**src/rtl/dsp_exmem_pipe.sv**
```systemverilog
// Execute-to-memory pipeline register and issue controller for the DSP core.
// Holds one operation at a time. Loads are stretched over an address cycle and
// a data cycle to cover the synchronous SRAM read. The memory stage only sees
// a real mem_mode and write-back in the cycle the occupant completes.
//
// Memory mode codes shared with the memory stage:
//   0 = MEM_NONE, 1 = MEM_LD, 2 = MEM_ST, 3 = MEM_LD_IMM.
// Any other code is passed through as a non-load.
module dsp_exmem_pipe #(
    parameter int DATA_W = 16,
    parameter int MODE_W = 3,
    parameter int DST_W  = 4,
    parameter int CNT_W  = 16
) (
    input  logic              clk,
    input  logic              rst_n,
    input  logic              ex_valid,
    output logic              ex_ready,
    input  logic [DATA_W-1:0] ex_alu_result,
    input  logic [MODE_W-1:0] ex_mem_mode,
    input  logic [DATA_W-1:0] ex_data_s1,
    input  logic [DATA_W-1:0] ex_data_s2,
    input  logic              ex_write_back_en,
    input  logic [DST_W-1:0]  ex_dst,
    input  logic              mem_stall,
    input  logic              flush,
    output logic [DATA_W-1:0] alu_result,
    output logic [MODE_W-1:0] mem_mode,
    output logic [DATA_W-1:0] data_s1,
    output logic [DATA_W-1:0] data_s2,
    output logic              write_back_en,
    output logic [DST_W-1:0]  wb_dst,
    output logic              busy_ld,
    output logic [CNT_W-1:0]  stall_count
);

    localparam logic [MODE_W-1:0] MEM_NONE = MODE_W'(0);
    localparam logic [MODE_W-1:0] MEM_LD   = MODE_W'(1);

    typedef enum logic [1:0] {
        S_EMPTY,
        S_ISSUE,
        S_LD_ADDR,
        S_LD_DATA
    } state_t;

    state_t state, state_nxt;

    logic              completing;
    logic              accept;
    state_t            accept_state;

    logic [MODE_W-1:0] mode_p0;
    logic              wb_en_p0;
    logic [DATA_W-1:0] alu_p0;
    logic [DATA_W-1:0] s1_p0;
    logic [DATA_W-1:0] s2_p0;
    logic [DST_W-1:0]  dst_p0;

    function automatic logic [CNT_W-1:0] sat_inc(input logic [CNT_W-1:0] v);
        return (&v) ? v : v + CNT_W'(1);
    endfunction

    // A load's data cycle completes regardless of mem_stall: the read already happened.
    assign completing   = (state == S_ISSUE && !mem_stall) || (state == S_LD_DATA);
    assign ex_ready     = rst_n && !flush && ((state == S_EMPTY) || completing);
    assign accept       = ex_valid && ex_ready;
    assign accept_state = (ex_mem_mode == MEM_LD) ? S_LD_ADDR : S_ISSUE;

    // State register.
    always_ff @(posedge clk or negedge rst_n) begin
        if (!rst_n) state <= S_EMPTY;
        else        state <= state_nxt;
    end

    // Next-state logic; flush empties the slot and blocks any accept.
    always_comb begin
        state_nxt = state;
        if (flush) begin
            state_nxt = S_EMPTY;
        end else begin
            case (state)
                S_EMPTY:   state_nxt = accept ? accept_state : S_EMPTY;
                S_ISSUE:   if (!mem_stall) state_nxt = accept ? accept_state : S_EMPTY;
                S_LD_ADDR: if (!mem_stall) state_nxt = S_LD_DATA;
                S_LD_DATA: state_nxt = accept ? accept_state : S_EMPTY;
                default:   state_nxt = S_EMPTY;
            endcase
        end
    end

    // ---- stage p0: operation latched on accept ----
    // Capture all execute-stage fields; they are held until the next accept.
    always_ff @(posedge clk or negedge rst_n) begin
        if (!rst_n) begin
            mode_p0  <= MEM_NONE;
            wb_en_p0 <= 1'b0;
            alu_p0   <= '0;
            s1_p0    <= '0;
            s2_p0    <= '0;
            dst_p0   <= '0;
        end else if (accept) begin
            mode_p0  <= ex_mem_mode;
            wb_en_p0 <= ex_write_back_en;
            alu_p0   <= ex_alu_result;
            s1_p0    <= ex_data_s1;
            s2_p0    <= ex_data_s2;
            dst_p0   <= ex_dst;
        end
    end

    // Count cycles in which the execute stage is held off, saturating at all-ones.
    always_ff @(posedge clk or negedge rst_n) begin
        if (!rst_n)                    stall_count <= '0;
        else if (ex_valid && !ex_ready) stall_count <= sat_inc(stall_count);
    end

    // Side-effecting outputs are only live in the completing cycle, and never under flush.
    assign mem_mode      = (completing && !flush) ? mode_p0 : MEM_NONE;
    assign write_back_en = completing && !flush && wb_en_p0;
    assign busy_ld       = (state == S_LD_ADDR);
    assign alu_result    = alu_p0;
    assign data_s1       = s1_p0;
    assign data_s2       = s2_p0;
    assign wb_dst        = dst_p0;

endmodule
```
**config.mk**
```make
export PLATFORM = sky130hd
export DESIGN_NAME = dsp_exmem_pipe
export DESIGN_NICKNAME = d
export VERILOG_FILES = /design/src/rtl/dsp_exmem_pipe.sv
export SDC_FILE = /design/constraint.sdc
export NUM_CORES = 1
export LEC_CHECK = 0
export CAP_MARGIN = 25
export CELL_PAD_IN_SITES_DETAIL_PLACEMENT = 1
export CELL_PAD_IN_SITES_GLOBAL_PLACEMENT = 1
export CORE_ASPECT_RATIO = 0.5
export CORE_MARGIN = 1
export CORE_UTILIZATION = 28
export DETAILED_ROUTE_END_ITERATION = 16
export PLACE_DENSITY = 0.73
export SLEW_MARGIN = 10
export SYNTH_ARGS = -nofsm -noshare
export SYNTH_HDL_FRONTEND = slang
export SYNTH_SLANG_ARGS = --single-unit
```
**constraint.sdc**
```tcl
create_clock -name clk -period 1.94 [get_ports clk]
set_clock_uncertainty 0.2 [all_clocks]
set_input_delay 0.582 -clock clk [delete_from_list [all_inputs] [get_ports clk]]
set_output_delay 0.582 -clock clk [all_outputs]
set_load 0.03 [all_outputs]
```
==> results of run 1 <==
[placed cells by master (no fill, tap or decap), types with 2 or more instances in the layout]
| cell type | Yosys | routed |
|---|---|---|
| dfrtp_1 | 74 | 71 |
| dlygate4sd2_1 | 0 | 59 |
| mux2_4 | 0 | 58 |
| clkdlybuf4s50_1 | 0 | 56 |
| buf_4 | 2 | 28 |
| buf_6 | 0 | 15 |
| clkbuf_16 | 0 | 9 |
| nand2_1 | 9 | 7 |
| nand4_1 | 6 | 6 |
| xnor2_1 | 7 | 6 |
| buf_12 | 0 | 6 |
| nand3_1 | 6 | 5 |
| buf_16 | 0 | 5 |
| and2_4 | 0 | 4 |
| xor2_1 | 5 | 4 |
| nor3_4 | 0 | 3 |
| and3_1 | 4 | 3 |
| nor2_4 | 0 | 3 |
| clkdlybuf4s15_1 | 0 | 3 |
| dfrtp_2 | 0 | 3 |
| nand2b_4 | 1 | 2 |
| nor2_1 | 6 | 2 |
| nor3_2 | 1 | 2 |
| nand2_2 | 0 | 2 |
| o21a_1 | 2 | 2 |
| bufinv_16 | 0 | 2 |
| clkinv_2 | 0 | 2 |
| clkbuf_2 | 0 | 2 |
[routing by layer]
metal	vias to the layer above	GRT usage	routed length, um
met4	0	0.0748	184
met2	46	0.364	6020
met3	14	0.0305	278
met1	1293	0.213	4280
li1	1112	-	-
met5	-	0	0
[path summary, 6_finish.rpt]
check	endpoint	startpoint	slack, ns
max	ex_ready	state[1]	-0.31
min	state[1]	rst_n	0.07
max reg2reg	data_s2[8]	state[1]	-0.20
min reg2reg	stall_count[7]	stall_count[7]	0.30
max in group asynchronous	data_s1[2]	rst_n	0.89
min in group clk	state[1]	flush	0.29
[what timing repair did]
item,CTS,global route
pin swaps,5,23
endpoints found under the hold margin,0,0
setup endpoints to repair,143,84
setup buffers,11,8
resized for setup,152,48
cloned,6,0
hold buffers,0,0
[registers in the layout, summed over array words and instances, names as in the netlist]
name / flops
data_s1: 16
state: 2
wb_en_p0: 1
data_s2: 16
wb_dst: 4
mode_p0: 3
alu_result: 16
stall_count: 16
[logic make-up (layout without fill, tap and decap cells)]
group	count (synthesis)	after routing	share of synthesized area
adders and majority gates	1	1	0.00414
buffers and inverters	8	195	0.0141
muxes	58	58	0.216
xor gates and xnor gates	12	12	0.0348
AOI/OAI and AO/OA	9	9	0.0195
DFF	74	74	0.613
and+or+nand+nor	50	50	0.0982
[final cells by class]
type	count	area, um2	area share
repair buffers	177	1790	0.316
clock buffers	11	243	0.0430
flip-flops and latches	74	1860	0.328
multi-input cells	130	1500	0.266
clock inverters	5	77.6	0.0137
well taps	140	175	0.0310
inverters	2	7.51	0.00133
[per-stage QoR]
step	power (uW)	instances
3_3_place_gp	3830	502
5_1_grt	6060	539
2_1_floorplan	2970	212
3_5_place_dp	3900	502
6_report	5830	539
4_1_cts	5780	535
[worst reg2reg max path, cell delays in order (launching register included)]
cell and delay, ns:
dfrtp_2 0.44, nand3b_1 0.25, buf_6 0.18, buf_6 0.11, nand4_1 0.08, buf_6 0.16
buf_12 0.14, buf_16 0.14, mux2_4 0.31
[power groups by stage]
stage	clock network, uW	logic (uW)	registers (uW)
global placement	0	1750	2080
detailed placement	0	1790	2110
floorplan	0	299	2670
finish	1790	1940	2100
CTS	1810	1890	2080
global route	1890	2030	2140
==> reports/results.tsv, run 1 <==
stage	metric	value	unit
outcome	status	finished with violations	
outcome	violated checks	setup timing	
timing	final hold viol count	0	
worst_setup_path	CP max FO	4	
pwr	Flop pwr share	0.361	
worst_setup_path	Arrival @ worst endpoint	1.47	ns
synthesis	largest cells by area after synthesis	dfrtp_1 (61%), mux2_1 (22%), xnor2_1 (2.0%), xor2_1 (1.4%), nand4_1 (1.2%)	
drt	DR iter-0 viols	69	
synthesis	Synth async-reset ratio	1.00	
drt	router iterations before antenna repair	4	
die	die area	11200	um2
synthesis	Netlist cell types	31	
worst_setup_path	CP peak stage delay	0.44	ns
placement	DP HPWL	6290	um
die	core footprint	10300	um2
timing	Slew Limit Fails	0	
pwr	clock group share of total power	0.307	
worst_setup_path	CP Launch Type	flip-flop	
timing	Tmin final	2.25	ns
cts	CTS clk-pin slew, worst paths	0.06	ns
synthesis	Synth Register Bits	74	
global_routing	initial antenna violation count	0	
worst_setup_path	Buf+Inv Stages, Crit Path	2	
synthesis	Seq/Total Area, Yosys	0.613	
run	Max-Cap Viols	0	
cts	CTS tree	done	
synthesis	Post-Syn Instances	212	
drt	antenna viol nets, final	0	
synthesis	EDFF count, synth	0	
synthesis	Mapped Nets	274	
die	Chip Width	149	um
synthesis	ys flop type	dfrtp_1	
cts	Clock Path Buffers	2	
pwr	switching share of power	0.330	
cells_and_area	fin nets	456	
synthesis	biggest area consumer among synthesized cells	dfrtp_1	
timing	final worst-path cycle share	1.16	
worst_setup_path	Crit. End Element	output pin	
global_routing	GRT Util Overall	0.188	
timing	RSZ-0062 raised after global routing	true	
placement	PortBufs	134	
timing	setup slack after layout	-0.312	ns
worst_setup_path	WS Path Type	reg -> out	
worst_setup_path	Worst Path Required	1.16	ns
pwr	power per cell area	1030	nW/um2
die	Boundary Pins	135	
die	row count	26	
cts	Clock Root Buffer	clkbuf_16	
placement	worst slack at placement	-0.705	ns
die	die height	75.4	um
placement	Placed Area	4680	um2
timing	Rel. slew slack	0.744	
drt	drt wl/cell	20.0	um
global_routing	vias in the first global route	2816	
hold_path	Tightest Hold Check Type	in -> async	
global_routing	first-pass GRT wire length	15800	um
cts	CTS Sinks	74	
placement	RePlAce Congestion	0.743	
pwr	maximum vdd drop	672	uV
cells_and_area	Layout fillers	1023	
die	Initial Util	0.292	
timing	endpoints failing setup	77	
timing	WHS	0.0724	ns
timing	Setup TNS Final	-11.06	ns
synthesis	most common cell in the netlist	dfrtp_1	
worst_setup_path	Critical Path Stages	4	
global_routing	largest net degree at the start of global routing	75	
timing	fmax	444	MHz
worst_setup_path	CP cell instances	nand3b_1 -> buf_6 -> and3_4 -> buf_6	
cells_and_area	synth-to-layout area growth	87.0	%
synthesis	synthesized area	3020	um2
cells_and_area	fin area	5650	um2
cells_and_area	final core utilization	0.546	
cts	H-tree depth reported by CTS	3	
drt	Via Count	2465	
drt	Total Wirelength	10800	um
pwr	Switch Pwr	1920	uW
synthesis	Synth top area share	0.613	
global_routing	Overflow after GRT	0	
worst_setup_path	reg2reg path depth	8	
drt	vias per cell	4.57	
synthesis	synth cell count leaders	dfrtp_1 (74), mux2_1 (58), nand2_1 (9), xnor2_1 (7)	
pwr	Lkg Pwr	0.00277	uW
worst_setup_path	CP max-delay cell	dfrtp_2	
worst_setup_path	CP top delay family	flip-flops	
cells_and_area	Antenna Cells	0	
cells_and_area	layout cells sized above 1	0.414	
drt	# DRC	0	
timing	Worst-Margin Slew	0.383	ns
synthesis	syn_area_per_cell	14.2	um2
worst_setup_path	Crit path top cell by count	buf_6	
pwr	Combinational Power Share	0.332	
cts	CTS Buf Count	9	
pwr	P_int	3910	uW
synthesis	Syn. warnings	0	
cts	Skew-Pair Late Insertion Delay	0.33	ns
Power figures use the tool's default switching activity.
==> run 2, diff against run 1 <==
==> constraint.sdc (replaced) <==
create_clock -name clk -period 1.94 [get_ports clk]
set_clock_uncertainty 0.2 [all_clocks]
set_input_delay 0.388 -clock clk [delete_from_list [all_inputs] [get_ports clk]]
set_output_delay 0.388 -clock clk [all_outputs]
set_load 0.03 [all_outputs]
==> run 2 against run 1 <==
Clock power down 8%; worst hold slack better by 0.20 ns; the run still ends with setup timing left; sequential share of layout area is 1.5 points higher; fmax increased by 9.5%; highest routed layer unchanged; global-route usage down 2.5 points; non-clock buffer count fell by 11; final cell count shrank 2.0%; total power fell by 3.9%; count of clock-buffer cells in the layout increased by 4; sequential power is essentially flat; largest cell class unchanged.
==> reports/results.tsv, run 2 (synthesis gave the netlist of run 1 again) <==
stage	metric	value	unit
worst_setup_path	Buf+Inv Stages, Crit Path	2	
cts	CTS tree	done	
die	die area	11200	um2
hold_path	Tightest Hold Check Type	in -> reg	
die	Chip Width	149	um
cells_and_area	synth-to-layout area growth	78.7	%
drt	antenna viol nets, final	0	
cts	Skew-Pair Late Insertion Delay	0.33	ns
global_routing	first-pass GRT wire length	13900	um
drt	Via Count	2429	
drt	# DRC	0	
cts	Clock Path Buffers	2	
die	row count	26	
timing	setup slack after layout	-0.116	ns
pwr	maximum vdd drop	530	uV
cells_and_area	fin area	5400	um2
timing	final worst-path cycle share	1.06	
cts	CTS Sinks	74	
placement	DP HPWL	6340	um
cells_and_area	Antenna Cells	0	
cts	CTS clk-pin slew, worst paths	0.06	ns
timing	Slew Limit Fails	0	
timing	WHS	0.273	ns
timing	Tmin final	2.06	ns
timing	final hold viol count	0	
placement	PortBufs	134	
hold_path	Hold Crit Endpoint	state[1]	
hold_path	WHS Path Cells	3	
timing	Rel. slew slack	0.749	
placement	Placed Cells	499	
placement	Placed Area	4660	um2
drt	router iterations before antenna repair	4	
drt	Total Wirelength	10200	um
worst_setup_path	worst reg2reg startpoint	state[1]	
die	die height	75.4	um
run	Max-Cap Viols	0	
cells_and_area	layout cells sized above 1	0.327	
worst_setup_path	reg2reg path depth	6	
worst_setup_path	Arrival @ worst endpoint	1.47	ns
pwr	Tot Pwr	5600	uW
placement	RePlAce Congestion	0.741	
worst_setup_path	CP Launch Type	flip-flop	
worst_setup_path	CP peak stage delay	0.44	ns
worst_setup_path	CP max-delay cell	dfrtp_2	
drt	vias per cell	4.60	
worst_setup_path	CP cell instances	nand3b_1 -> buf_6 -> and3_4 -> buf_6	
worst_setup_path	Crit path top cell by count	buf_6	
drt	DR iter-0 viols	62	
die	core footprint	10300	um2
worst_setup_path	Crit. Startpoint	state[1]	
global_routing	largest net degree at the start of global routing	75	
global_routing	vias in the first global route	2662	
global_routing	GRT Util Overall	0.163	
global_routing	initial antenna violation count	0	
timing	RSZ-0062 raised after global routing	true	
worst_setup_path	Worst Path Required	1.35	ns
cells_and_area	fin nets	445	
worst_setup_path	WS Path Type	reg -> out	
hold_path	Hold Startpoint	flush	
die	Boundary Pins	135	
worst_setup_path	CP top delay family	flip-flops	
worst_setup_path	reg-to-reg setup timing slack	-0.06	ns
cells_and_area	final core utilization	0.522	
cells_and_area	Layout fillers	1060	
cts	Clock Root Buffer	clkbuf_16	
global_routing	Overflow after GRT	0	
pwr	power per cell area	1040	nW/um2
die	Initial Util	0.292	
worst_setup_path	Crit. End Element	output pin	
cts	CTS Buf Count	9	
worst_setup_path	Critical R2R Capture	alu_result[15]	
worst_setup_path	CP max FO	4	
cells_and_area	most frequent cells in the layout	dfrtp_1 (71), dlygate4sd2_1 (63), clkdlybuf4s50_1 (57)	
timing	fmax	486	MHz
outcome	violated checks	setup timing	
cts	H-tree depth reported by CTS	3	
pwr	Lkg Pwr	0.00265	uW
timing	endpoints failing setup	47	
outcome	status	finished with violations	
timing	Worst-Margin Slew	0.374	ns
cells_and_area	most common cell after layout, fill and taps aside	dfrtp_1	
cells_and_area	Non-Filler Instances	528	
drt	drt wl/cell	19.4	um
## run 2: worst max-delay path by stage
stage | end | cells after the start | slack (ns)
after global placement | stall_count[14] | 6 | -0.36
after global routing | ex_ready | 4 | -0.15
final | ex_ready | 4 | -0.12
after floorplan | stall_count[14] | 6 | 0.001
after detailed placement | stall_count[14] | 6 | -0.44
after CTS | mem_mode[0] | 5 | -0.06
## run 2: area by class of cell
| type | count | area [um2] | share of cell area |
|---|---|---|---|
| Clock buffer | 15 | 298 | 0.0552 |
| Clock inverter | 1 | 5.00 | 0.000927 |
| Inverter | 2 | 7.51 | 0.00139 |
| Multi-Input combinational cell | 130 | 1400 | 0.259 |
| Sequential cell | 74 | 1860 | 0.344 |
| Tap cell | 140 | 175 | 0.0325 |
| Timing Repair Buffer | 166 | 1660 | 0.307 |
## run 2: routing by layer
layer | part of all wire | global-route usage
met1 | 0.39 | 0.172
met2 | 0.55 | 0.329
met3 | 0.032 | 0.0317
met4 | 0.025 | 0.0590
met5 | 0 | 0
## run 2: through the flow
stage | TNS [ns] | worst slack [ns]
after global placement | -21.45 | -0.355
after CTS | -0.272 | -0.0640
after detailed placement | -25.36 | -0.445
after floorplan | 0 | 0.00116
after global routing | -4.17 | -0.149
final | -1.15 | -0.116
## run 2: power breakdown
| part | internal, uW | switching [uW] |
|---|---|---|
| clock | 1040 | 606 |
| combinational | 837 | 1020 |
| sequential | 1860 | 235 |
## run 2: worst reg2reg max path, cell delays in order (launching register included)
cell and delay (ns):
dfrtp_2 0.44, nand3b_1 0.25, buf_6 0.17, nand4_1 0.08, buf_6 0.21, buf_16 0.20, mux2_1 0.34
## run 2: timing repair
action                                  4_1_cts  5_1_grt
buffers inserted                              2        4
gates cloned                                  1        4
resized for setup                            83       72
endpoints found under the setup margin       79       54
hold endpoints to repair                      0        9
pin swaps                                     8       10
hold buffers                                  0        1
==> run 3, diff against run 2 <==
CAP_MARGIN = 20   (was 25)
SLEW_MARGIN = 20   (was 10)
==> run 3 against run 2 <==
The run still ends with setup timing left; global-route usage unchanged; worst hold slack worse by 0.19 ns; count of clock-buffer cells in the layout did not move; critical endpoint unchanged; largest cell class unchanged; largest power group unchanged; highest routed layer unchanged.
==> reports/results.tsv, run 3 (synthesis gave the netlist of run 1 again) <==
stage	metric	value	unit
cts	Skew-Pair Late Insertion Delay	0.33	ns
drt	drt wl/cell	19.4	um
pwr	Switch Pwr	1870	uW
pwr	maximum vdd drop	531	uV
die	Boundary Pins	135	
timing	Rel. slew slack	0.353	
cells_and_area	Layout fillers	1063	
pwr	Lkg Pwr	0.00264	uW
pwr	P_int	3730	uW
run	Max-Cap Viols	0	
pwr	Combinational Power Share	0.331	
outcome	violated checks	setup timing	
drt	Total Wirelength	10200	um
timing	Slew Limit Fails	0	
worst_setup_path	Critical R2R Capture	alu_result[15]	
global_routing	first-pass GRT wire length	13900	um
timing	fmax	490	MHz
global_routing	initial antenna violation count	0	
global_routing	GRT Util Overall	0.163	
cells_and_area	fin area	5360	um2
cts	Clock Path Buffers	2	
placement	PortBufs	134	
worst_setup_path	CP max FO	4	
cells_and_area	fin nets	443	
worst_setup_path	reg2reg path depth	6	
worst_setup_path	CP Launch Type	flip-flop	
worst_setup_path	Arrival @ worst endpoint	1.45	ns
die	die height	75.4	um
pwr	Flop pwr share	0.374	
placement	Placed Cells	499	
drt	DR iter-0 viols	62	
cts	CTS clk-pin slew, worst paths	0.06	ns
pwr	switching share of power	0.334	
pwr	power per cell area	1050	nW/um2
worst_setup_path	WS Path Type	reg -> out	
cts	CTS tree	done	
worst_setup_path	worst reg2reg startpoint	state[1]	
timing	Worst-Margin Slew	0.970	ns
cells_and_area	most frequent cells in the layout	dfrtp_1 (71), dlygate4sd2_1 (63), clkdlybuf4s50_1 (57)	
placement	Placed Area	4660	um2
timing	RSZ-0062 raised after global routing	true	
cts	CTS Buf Count	9	
global_routing	vias in the first global route	2662	
timing	Setup TNS Final	-0.405	ns
timing	setup slack after layout	-0.101	ns
outcome	status	finished with violations	
drt	Via Count	2423	
worst_setup_path	Crit. End Element	output pin	
timing	Tmin final	2.04	ns
timing	final worst-path cycle share	1.05	
drt	# DRC	0	
worst_setup_path	Crit. Startpoint	state[1]	
cts	CTS Sinks	74	
worst_setup_path	reg-to-reg setup timing slack	-0.04	ns
cells_and_area	Non-Filler Instances	526	
cts	Clock Root Buffer	clkbuf_16	
hold_path	Tightest Hold Check Type	in -> async	
pwr	clock group share of total power	0.295	
timing	endpoints failing setup	25	
cells_and_area	synth-to-layout area growth	77.5	%
die	Chip Width	149	um
placement	DP HPWL	6340	um
die	Initial Util	0.292	
die	core footprint	10300	um2
global_routing	Overflow after GRT	0	
worst_setup_path	Worst Path Required	1.35	ns
cts	H-tree depth reported by CTS	3	
cells_and_area	Antenna Cells	0	
die	die area	11200	um2
global_routing	largest net degree at the start of global routing	75	
cells_and_area	most common cell after layout, fill and taps aside	dfrtp_1	
placement	RePlAce Congestion	0.741	
drt	antenna viol nets, final	0	
placement	worst slack at placement	-0.445	ns
die	row count	26	
drt	vias per cell	4.61	
cells_and_area	layout cells sized above 1	0.326	
drt	router iterations before antenna repair	4	
worst_setup_path	Critical Path Sink	ex_ready	
timing	final hold viol count	0	
-- run 3: worst max-delay path, stage by stage, from the launching register on --
cell      delay [ns]
dfrtp_2         0.44
buf_4           0.16
nand2b_4        0.07
buf_4           0.12
and3_4          0.19
buf_6           0.13
-- run 3: layer usage --
layer / share of wire / global-route usage
met3: 0.030 / 0.0317
met1: 0.40 / 0.172
met4: 0.020 / 0.0590
met2: 0.55 / 0.329
met5: 0 / 0
-- run 3: timing repair --
item	4_1_cts	5_1_grt
pin swaps	8	10
setup endpoints to repair	79	54
resized for setup	83	72
gates cloned	1	4
hold buffers	0	0
buffers inserted	2	4
-- run 3: how the worst min path moves through the flow --
stage | startpoint | endpoint | cells past startpoint
finish | rst_n | stall_count[9] | 2
detailed placement | mode_p0[2] | mode_p0[2] | 1
global placement | wb_dst[3] | wb_dst[3] | 1
global route | rst_n | stall_count[9] | 2
CTS | rst_n | stall_count[9] | 2
floorplan | rst_n | alu_result[0] | 0
-- run 3: area by class of cell --
type | count | area (um2) | share of cell area
sequential | 74 | 1860 | 0.346
inverter | 2 | 7.51 | 0.00140
tap | 140 | 175 | 0.0327
timing repair buffer | 164 | 1620 | 0.302
clock inverter | 1 | 5.00 | 0.000934
multi-input combinational | 130 | 1400 | 0.261
clock buffer | 15 | 298 | 0.0556
-- run 3: power groups by stage --
stage	logic, uW	registers (uW)	clock network [uW]
floorplan	299	2670	0
global placement	1790	2070	0
detailed placement	1830	2100	0
CTS	1650	2070	1690
global route	1960	2140	1760
finish	1850	2100	1660
-- run 3: metrics by stage --
step | hold WS [ns] | util | power (uW)
2_1_floorplan | -0.108 | - | 2970
3_3_place_gp | 0.273 | 0.450 | 3860
3_5_place_dp | 0.278 | 0.450 | 3930
4_1_cts | 0.145 | 0.480 | 5420
5_1_grt | 0.192 | 0.518 | 5850
6_report | 0.0842 | 0.518 | 5600
